File: config.mk
export PLATFORM = sky130hd
export DESIGN_NAME = stim_sequencer
export DESIGN_NICKNAME = d
export VERILOG_FILES = /design/src/rtl/stim_pkg.sv /design/src/rtl/stim_gap_cnt.sv /design/src/rtl/stim_sequencer.sv
export SDC_FILE = /design/constraint.sdc
export NUM_CORES = 1
export LEC_CHECK = 0
export CORE_UTILIZATION = 48
export DETAILED_ROUTE_END_ITERATION = 10
export PLACE_DENSITY = 0.71
export SETUP_SLACK_MARGIN = 0.02
export SYNTH_ARGS = -nofsm -noshare
export SYNTH_HDL_FRONTEND = slang
export SYNTH_SLANG_ARGS = --single-unit
File: constraint.sdc
create_clock -name clk -period 3.68 [get_ports clk]
set_input_delay 0.368 -clock clk [delete_from_list [all_inputs] [get_ports clk]]
set_output_delay 0.368 -clock clk [all_outputs]
set_load 0.05 [all_outputs]
File: src/rtl/stim_pkg.sv
// Shared definitions for the stimulus sequencer: pattern modes, FSM states
// and the combinational pattern generator used by the datapath.
package stim_pkg;

    localparam logic [1:0] MODE_BIN   = 2'd0;
    localparam logic [1:0] MODE_GRAY  = 2'd1;
    localparam logic [1:0] MODE_WALK1 = 2'd2;
    localparam logic [1:0] MODE_WALK0 = 2'd3;

    // Working width of the pattern function; callers cast down to NO_OUT.
    localparam int PAT_W = 32;

    typedef enum logic [1:0] {
        ST_IDLE = 2'd0,
        ST_SEND = 2'd1,
        ST_GAP  = 2'd2,
        ST_DONE = 2'd3
    } state_t;

    // Vector k of the selected family, masked to 'width' bits.
    function automatic logic [PAT_W-1:0] pattern_vec(
        input logic [1:0]       mode,
        input logic [PAT_W-1:0] k,
        input int               width
    );
        logic [PAT_W-1:0] v;
        logic [PAT_W-1:0] mask;
        v    = '0;
        mask = (width >= PAT_W) ? '1 : ((PAT_W'(1) << width) - PAT_W'(1));
        case (mode)
            MODE_BIN:   v = k;
            MODE_GRAY:  v = k ^ (k >> 1);
            MODE_WALK1: v = PAT_W'(1) << k;
            MODE_WALK0: v = ~(PAT_W'(1) << k);
            default:    v = k;
        endcase
        return v & mask;
    endfunction

endpackage

File: src/rtl/stim_gap_cnt.sv
// Loadable down-counter timing the idle gap between vectors.
// Ports: clk, rst (async, high), load/load_val, dec, zero (count==0).
module stim_gap_cnt #(
    parameter int W = 8
) (
    input  logic         clk,
    input  logic         rst,
    input  logic         load,
    input  logic [W-1:0] load_val,
    input  logic         dec,
    output logic         zero
);

    logic [W-1:0] cnt;

    always_ff @(posedge clk or posedge rst) begin
        if (rst) begin
            cnt <= '0;
        end else if (load) begin
            cnt <= load_val;
        end else if (dec && (cnt != '0)) begin
            cnt <= cnt - W'(1);
        end
    end

    assign zero = (cnt == '0);

endmodule

File: src/rtl/stim_sequencer.sv
// Start/abort controlled stimulus engine: binary, Gray, walking-one and
// walking-zero vectors over a valid/ready handshake with an optional idle gap.
// Ports: clk, rst (async, high), start, abort, mode[1:0] -> control side;
//        stimul, stim_valid, stim_ready, vec_idx -> DUT side; busy, done.
module stim_sequencer
    import stim_pkg::*;
#(
    parameter int NO_OUT   = 4,
    parameter int HOLD_CYC = 0
) (
    input  logic              clk,
    input  logic              rst,
    input  logic              start,
    input  logic              abort,
    input  logic [1:0]        mode,
    output logic [NO_OUT-1:0] stimul,
    output logic              stim_valid,
    input  logic              stim_ready,
    output logic [NO_OUT:0]   vec_idx,
    output logic              busy,
    output logic              done
);

    localparam logic [7:0] GAP_LOAD =
        (HOLD_CYC > 0) ? 8'(HOLD_CYC - 1) : 8'd0;
    localparam logic [NO_OUT:0] LAST_CNT  = {1'b0, {NO_OUT{1'b1}}};
    localparam logic [NO_OUT:0] LAST_WALK = (NO_OUT+1)'(NO_OUT - 1);

    state_t state_q;
    state_t state_d;

    logic [1:0]        mode_reg;
    logic              mode_ld;
    logic              vec_ld;
    logic [NO_OUT-1:0] vec_d;
    logic [NO_OUT:0]   idx_d;
    logic [NO_OUT:0]   idx_inc;
    logic [NO_OUT-1:0] pat_first;
    logic [NO_OUT-1:0] pat_next;
    logic              last;
    logic              gap_ld;
    logic              gap_dec;
    logic              gap_zero;

    assign idx_inc   = vec_idx + (NO_OUT+1)'(1);
    assign pat_first = NO_OUT'(pattern_vec(mode, '0, NO_OUT));
    assign pat_next  = NO_OUT'(pattern_vec(mode_reg, PAT_W'(idx_inc), NO_OUT));

    // Walking modes run NO_OUT vectors, counting modes 2^NO_OUT.
    assign last = mode_reg[1] ? (vec_idx == LAST_WALK)
                              : (vec_idx == LAST_CNT);

    assign gap_dec = (state_q == ST_GAP);

    stim_gap_cnt #(
        .W(8)
    ) u_gap (
        .clk     (clk),
        .rst     (rst),
        .load    (gap_ld),
        .load_val(GAP_LOAD),
        .dec     (gap_dec),
        .zero    (gap_zero)
    );

    always_ff @(posedge clk or posedge rst) begin
        if (rst) begin
            state_q  <= ST_IDLE;
            stimul   <= '0;
            vec_idx  <= '0;
            mode_reg <= MODE_BIN;
        end else begin
            state_q <= state_d;
            if (vec_ld) begin
                stimul  <= vec_d;
                vec_idx <= idx_d;
            end
            if (mode_ld) begin
                mode_reg <= mode;
            end
        end
    end

    // Abort wins over everything and leaves stimul/vec_idx untouched.
    always_comb begin
        state_d = state_q;
        mode_ld = 1'b0;
        vec_ld  = 1'b0;
        vec_d   = stimul;
        idx_d   = vec_idx;
        gap_ld  = 1'b0;
        if (abort) begin
            state_d = ST_IDLE;
        end else begin
            case (state_q)
                ST_IDLE: begin
                    if (start) begin
                        state_d = ST_SEND;
                        mode_ld = 1'b1;
                        vec_ld  = 1'b1;
                        vec_d   = pat_first;
                        idx_d   = '0;
                    end
                end
                ST_SEND: begin
                    if (stim_ready) begin
                        if (last) begin
                            state_d = ST_DONE;
                        end else if (HOLD_CYC == 0) begin
                            vec_ld = 1'b1;
                            vec_d  = pat_next;
                            idx_d  = idx_inc;
                        end else begin
                            state_d = ST_GAP;
                            gap_ld  = 1'b1;
                        end
                    end
                end
                ST_GAP: begin
                    if (gap_zero) begin
                        state_d = ST_SEND;
                        vec_ld  = 1'b1;
                        vec_d   = pat_next;
                        idx_d   = idx_inc;
                    end
                end
                ST_DONE: begin
                    state_d = ST_IDLE;
                end
                default: begin
                    state_d = ST_IDLE;
                end
            endcase
        end
    end

    assign stim_valid = (state_q == ST_SEND);
    assign busy       = (state_q == ST_SEND) || (state_q == ST_GAP);
    assign done       = (state_q == ST_DONE);

endmodule
Word level (Yosys, flattened, before mapping)
Index checks and enable logic that the tools add are counted.

storage, ports and cells
  register bits after elaboration = 21
  input bits = 7
  output and inout bits = 12
  logic and storage cells = 68

cells by class
  add/subtract/negate cells = 2
  equality and inequality tests = 19
  shift operators = 1
  mux-type cells = 27
  bitwise logic cells = 3
  reduce and logical (&&, ||, !) cells = 11

operator list
  operator               number
  $pmux W4 S3            2
  $mux W5                4
  $mux W4                4
  $pmux W4 S4            1
  $pmux W5 S3            1
  $eq A2 B2 Y1 const B   6
  $mux W2                5
  $logic_not A8 Y1       1
  $mux W1                8
  $pmux W2 S4            1
  $reduce_bool A8 Y1     1
  $sub A8 B1 Y8 const B  1
  $reduce_and A7 Y1      1
  $eq A2 B1 Y1 const B   3
  $logic_not A2 Y1       3
  $ne A2 B2 Y1 const B   3
  $ne A3 B2 Y1 const B   2
  $ne A3 B3 Y1 const B   2
  $add A5 B1 Y5 const B  1
  $eq A5 B2 Y1 const B   1
  $eq A5 B4 Y1 const B   1
  $shl A1 B5 Y4 const A  1
  $not A4 Y4             1
  $reduce_and A4 Y1      1
  8 further kinds        8

Depth between registers and ports, before layout
  depth after elaboration = 7
  gate-level depth with buffers = 10
  gate-level depth less buffers = 9

Hierarchy
From an unflattened synthesis, not the netlist that was laid out.

unflattened totals
  cells, all modules = 170
  area total of the unflattened synthesis = 1,453.9 um2

by module, submodules not included
  module          instances  cells each  area each (um2)  sequential area each (um2)
  stim_sequencer  1          117         958.4            325.3
  stim_gap_cnt    1          53          495.5            200.2

Least setup slack after synthesis
No wires, ideal clock.

  path type = reg2reg
  start point = register vec_idx[1]
  end point = register stimul[3]
  library setup time = 125 ps
  data arrival time = 2,485 ps
  required time = 3,555 ps
  path slack = 1,070 ps
  stages on the path, launching flop included = 11
  buffers on the path = 1
  clock period less this slack = 2,610 ps
  path through = dfrtp_1 > ha_1 > clkbuf_1 > nand3_1 > xnor2_1 > ha_1 > nand2_1 > nor3_1 > a21o_1 > o311ai_0 > mux2_4

on the way
  word-level cells in the longest chain between the ends = 7
  elaborated cells on any way between the ends = 18
  those cells by class = add/sub (1); eq/ne (3); shift (1); mux (10); bitwise (2); reduce/logical (1)

RTL lines
  what                                              RTL line                                              text
  start: declaration                                stim_sequencer.sv:19                                  output logic [NO_OUT:0] vec_idx,
  start signal: assignment                          stim_sequencer.sv:76                                  vec_idx <= idx_d;
  $add A5 B1 Y5, or another cell as far along       stim_sequencer.sv:45                                  assign idx_inc = vec_idx + (NO_OUT+1)'(1);
  $shl A1 B5 Y4 or $mux W1 (tied branches)          stim_pkg.sv:33, stim_pkg.sv:34, stim_sequencer.sv:50
  $not A4 Y4 or $mux W1 (tied branches)             stim_pkg.sv:34, stim_sequencer.sv:107
  $pmux W4 S4 or $mux W1 (tied branches)            stim_pkg.sv:30, stim_sequencer.sv:106
  $mux W4 or $pmux W1 S3 (tied branches)            stim_sequencer.sv:107, stim_sequencer.sv:95
  $mux W4 or $mux W1 (tied branches)                stim_sequencer.sv:106, stim_sequencer.sv:92
  $pmux W4 S3 or $reduce_and A7 Y1 (tied branches)  --
  end signal: assignment                            stim_sequencer.sv:75                                  stimul <= vec_d;
  end: declaration                                  stim_sequencer.sv:16                                  output logic [NO_OUT-1:0] stimul,

Several ways; a longest one is shown, not always the timed one. The select of a mux whose other input is x is not followed.
A chain may end at the register's enable or synchronous reset.

Worst setup path after layout
  start point = register vec_idx[0]
  end point = register stimul[1]

The elaborated chain is that of the path after synthesis.

==> flow_summary.yaml <==
route:
  drt_iter0_markers: 26
  antenna_left: 0
  drc: 0
  via_count: 1094
  viasPerCell: 5.76
  dr.pass1.iters: 4
  routed_wl_mm: 2.77
  wire_per_inst_um: 14.6
worst_setup_path:
  endpoint_kind: "register"
  ff2ff_path_depth: 9
  r2r_start: "vec_idx[0]$_DFFE_PP0P_"
  r2r_setup_slack_ns: 1.05
  rr_endpoint: "stimul[1]$_DFFE_PP0P_"
  setup.worst_path.class: "reg -> reg"
  worst_setup_path_start_kind: "register"
  crit_required_ns: 3.94
  path_max_fanout: 13
  arrival_ns: 2.88
cts:
  cts_tree: "built"
  cts_sinks: 21
  postCtsHoldBufs: 0
  cts_buffers: 3
  cts-root-buf: "clkbuf_4"
  ctsResizeCount: 0
  cts_setup_buffers: 0
  clock_latency_ns: 0.31
  cts.clk_slew.worst_paths_ns: 0.12
  cts_max_level: 1
  cts_max_path_buffers: 2
sta:
  period_needed_ns: 2.63
  worst_pin_slew_ns: 0.797
  grt_setup_unrepaired: "no"
  max_slew_margin_pct: 46.8
  max_freq_mhz: 381
  post-route-period-util_pct: 71.4
  tns_ns: 0
  hold_violations: 0
  setup_viol: 0
  finalMaxSlewViolations: 0
  setup_ws_ns: 1.05
  fin_skew_ns: 0.00312
placement:
  dp_slack_ns: 1.08
  port_buffers: 18
  post-dp-hpwl_mm: 2.07
  gp_congestion: 0.837
floorplanning:
  rows: 19
  initial_core_util_pct: 51.2
  core_um2: 2780
  die_area_um2: 3190
  die_width_um: 56.5
  io_pins: 19
  die_h_um: 56.5
grt:
  grt.busiest_layer: "met2"
  met2_usage_pct: 33.8
  grt_use_met1_pct: 24.3
  grt_start_max_net_pins: 22
  met3_usage_pct: 2.30
  track_usage_pct: 19.7
  grt_pass1_wl_mm: 4.92
  grt_pass1_vias: 1139
  gr-total-overflow: 0
  antenna_found_initial: 0
final_layout:
  top_regs: "u_gap.cnt: 8 flops, vec_idx: 5 flops, stimul: 4 flops"
  nets: 175
  largest-register: "u_gap.cnt"
  layout-drive-gt1-share_pct: 10.1
  n_antenna_cell: 0
  largest_reg_flops: 8
  area_delta_synth_final_pct: 13.4
  utilization_pct: 58.0
yosys:
  synthXorXnorAreaFrac_pct: 6.77
  synth_cell_type_count: 45
  synth_nets: 160
  synth_warnings: 0
  synth.most_common_cell: "dfrtp_1"
  synth_edf_count: 0
  synth_common_cells: "dfrtp_1 (21), inv_1 (12), nand2_1 (9)"
  synth_top_family_by_area: "simple AND/OR/NAND/NOR gates"
  ys_ff_latch: 21
  synth-async-reset-ratio_pct: 100
  synth.mux.area_fraction_pct: 8.96
  synth-compound-area-share_pct: 14.4
  syn_area_per_cell_um2: 9.82
  synth_area_leaders: "dfrtp_1 (37%), ha_1 (7.0%), xnor2_1 (4.9%)"
  synthCells: 145
  synth_flop_cell: "dfrtp_1"
  synth-simple-area-share_pct: 18.8
  synth-seq-area-share_pct: 36.9
  synth_top_area_share_pct: 36.9
  synthesis.area_um2: 1420
  synth.largest_area_cell: "dfrtp_1"
  synthAdderAreaFrac_pct: 7.03
power_and_ir_drop:
  vdd_drop_max_mv: 0.380
  power_mw: 1.02
  power.leakage_nw: 0.704
  p_per_area_nw_per_um2: 629
run_status:
  status: "completed"
job:
  max_cap_violations: 0
worst_hold_path:
  hold_class: "in -> async"
## metrics by stage
step | hold WS [ns] | instances | area [µm²]
3_5_place_dp | 0.480 | 186 | 1590
3_3_place_gp | 0.453 | 186 | 1590
5_1_grt | 0.521 | 190 | 1610
6_report | 0.495 | 190 | 1610
4_1_cts | 0.503 | 190 | 1610
2_1_floorplan | 0.345 | 145 | 1420
## worst max-delay path by stage
stage | slack, ns | to | depth (start not counted) | startpoint
finish | 1.05 | stimul[1]$_DFFE_PP0P_ | 9 | vec_idx[0]$_DFFE_PP0P_
global route | 0.70 | stimul[3]$_DFFE_PP0P_ | 9 | vec_idx[0]$_DFFE_PP0P_
CTS | 1.05 | stimul[1]$_DFFE_PP0P_ | 9 | vec_idx[0]$_DFFE_PP0P_
detailed placement | 1.08 | stimul[1]$_DFFE_PP0P_ | 9 | vec_idx[0]$_DFFE_PP0P_
global placement | 1.20 | stimul[3]$_DFFE_PP0P_ | 9 | vec_idx[0]$_DFFE_PP0P_
floorplan | 1.07 | stimul[3]$_DFFE_PP0P_ | 10 | vec_idx[1]$_DFFE_PP0P_
## area by class of cell
cell class	count	area (µm²)
tap	31	38.8
multi-input combinational	104	797
sequential	21	526
clock buffer	3	22.5
timing repair buffer	18	180
inverter	12	45.0
clock inverter	1	5.00
fill	247	1170
## worst max-delay path, stage by stage (launching register included)
cell and delay (ns):
dfrtp_1 0.60, ha_1 0.39, nand3_1 0.14, xnor2_1 0.20
ha_1 0.26, nand2_1 0.09, nor3_1 0.25, mux2i_1 0.13
o311ai_0 0.31, mux2_4 0.21
## logic make-up after synthesis
| group | Yosys count |
|---|---|
| AO/OA/AOI/OAI | 27 |
| AND/OR/NAND/NOR | 47 |
| XOR/XNOR | 11 |
| multiplexers | 11 |
| adder cells (fa/ha/maj) | 8 |
| flip-flops | 21 |
| buffers and inverters | 20 |
## where the power goes
group / switching (mW) / total (mW) / internal [mW]
Clock: 0.0742 / 0.115 / 0.0406
Combinational: 0.327 / 0.554 / 0.227
Sequential: 0.0725 / 0.347 / 0.275
Total: 0.473 / 1.02 / 0.543
## routing by layer
layer / up-vias / wire [µm]
li1: 545 / -
met1: 534 / 1260
met2: 11 / 1430
met3: 4 / 44
met4: 0 / 39
met5: - / 0
## cell usage in the layout, fill, tap and decap left out, drive strengths merged, types with 2 or more instances in the layout
cell           netlist  routed
dfrtp               21      21
clkdlybuf4s50        0      18
inv                 12      12
nand2                9       9
nand3                8       8
xnor2                8       8
ha                   8       8
nor2                 7       7
mux2i                6       6
o21ai                5       5
mux2                 5       5
nand2b               4       4
a211oi               3       3
nor3                 3       3
xor2                 3       3
clkbuf               6       3
o211ai               3       3
or4                  2       2
nor3b                2       2
o2111ai              2       2
nand3b               2       2
a21oi                2       2
a21o                 2       2
nand4                2       2
o311ai               2       2
and2                 2       2
Power figures use the tool's default switching activity.
==> patch: new RTL, config.mk and constraints unchanged <==
The parameter `NO_OUT` goes from 4 to 8.
--- a/src/rtl/stim_sequencer.sv
+++ b/src/rtl/stim_sequencer.sv
@@ -6,5 +6,5 @@
     import stim_pkg::*;
 #(
-    parameter int NO_OUT   = 4,
+    parameter int NO_OUT   = 8,
     parameter int HOLD_CYC = 0
 ) (
Ports: changed (resized stimul and vec_idx); port bits go from 19 to 27. No check against the original RTL was run, so the function may have changed too.
==> patch against the original RTL <==
Synthesized area increased by 47%; sequential share of layout area decreased by 2.9 points; count of clock-buffer cells in the layout increased by 2; final area increased by 52%; wire length increased by 69%; cell count increased by 65%; total power increased by 62%; worst setup slack got worse by 630 ps; sequential cell count increased by 8; critical path depth increased by 2.
==> patch: results (changes against the original RTL) <==
Status:
- The run finished with clean final reports.

Pwr:
- The leakage dissipation is 0.000973 uW (+38%).
- The share of power burned in combinational logic is 51.5% (-3.0 points).
- The total combinational power is 848 uW (+53%).

GRT:
- The met3 usage came to 5.00% (+2.7 points).
- The total global routing track utilization is 22.9% (+3.2 points).
- The first-pass GRT wire length was 7750 microns (+58%).
- The met1 track utilization from global routing is 33.3% (+9.0 points).
- The via count of the first global-routing pass came to 1,553 (+36%).
- The met2 global-route usage is 33.5% (-0.33 points).

Timing:
- The period utilization came to 88.4% (+17 points).
- The final hold slack is 466 ps (-28.9 ps).

Layout:
- The fraction of layout cells with a size suffix above 1 was 7.20% (-2.9 points).
- In the final layout, the registers with the most flip-flops are vec_idx: 9 flops, stimul: 8 flops, u_gap.cnt: 8 flops.

Logic synthesis:
- The fraction of synthesized cell area in xor and xnor cells is 7.95% (+1.2 points).
- The adder-cell share of the synthesized area is 4.78% (-2.2 points).
- The number of distinct standard cells referenced by the synthesized netlist is 57 (+27%).
- The number of instances in the synthesized netlist is 245 (+69%).
- The number of nets in the synthesized netlist was 260 (+63%).
- The share of the synthesized area in compound gates (AO/OA/AOI/OAI) is 20.6% (+6.2 points).

Setup path:
- The capturing instance or port of the critical path is stimul[6]$_DFFE_PP0P_.
- The delay contributed by the slowest stage of the critical path was 540 ps (-60 ps).
- The cell family contributing the most delay on the critical path is simple AND/OR/NAND/NOR gates.
- The arrival time at the worst endpoint is 3450 ps (+570 ps).

CTS:
- The clock-pin slew of the registers on the worst-case setup and hold paths is 60 ps (-60 ps).
- The number of buffers created by CTS is 5 (+2).
- The CTS root buffer is sky130_fd_sc_hd__clkbuf_8.

Routing:
- The wire length on met3 is 214 microns (+390%).
- The sum of met2 wire segment lengths after detailed routing is 2030 microns (+42%).

Placement:
- The number of port buffers is 26 (+8).
-- patch: cell count changes in the layout (fill, tap and decap cells not counted), moves of 6 or more --
cell	change
sky130_fd_sc_hd__dfrtp_1	+8
sky130_fd_sc_hd__a31oi_1	+9
sky130_fd_sc_hd__nor2_1	+17
sky130_fd_sc_hd__o31ai_1	+7
sky130_fd_sc_hd__xnor2_1	+6
sky130_fd_sc_hd__clkdlybuf4s50_1	+8
sky130_fd_sc_hd__o21ai_0	+14
sky130_fd_sc_hd__nor3_1	+6
sky130_fd_sc_hd__nand2_1	+17
-- patch: final cells by class --
| class | instances | area, sq um |
|---|---|---|
| Clock inverter | 2 | 35.0 |
| Timing Repair Buffer | 27 | 268 |
| Fill cell | 380 | 1640 |
| Clock buffer | 5 | 68.8 |
| Sequential cell | 29 | 726 |
| Inverter | 11 | 41.3 |
| Tap cell | 50 | 62.6 |
| Multi-Input combinational cell | 190 | 1240 |
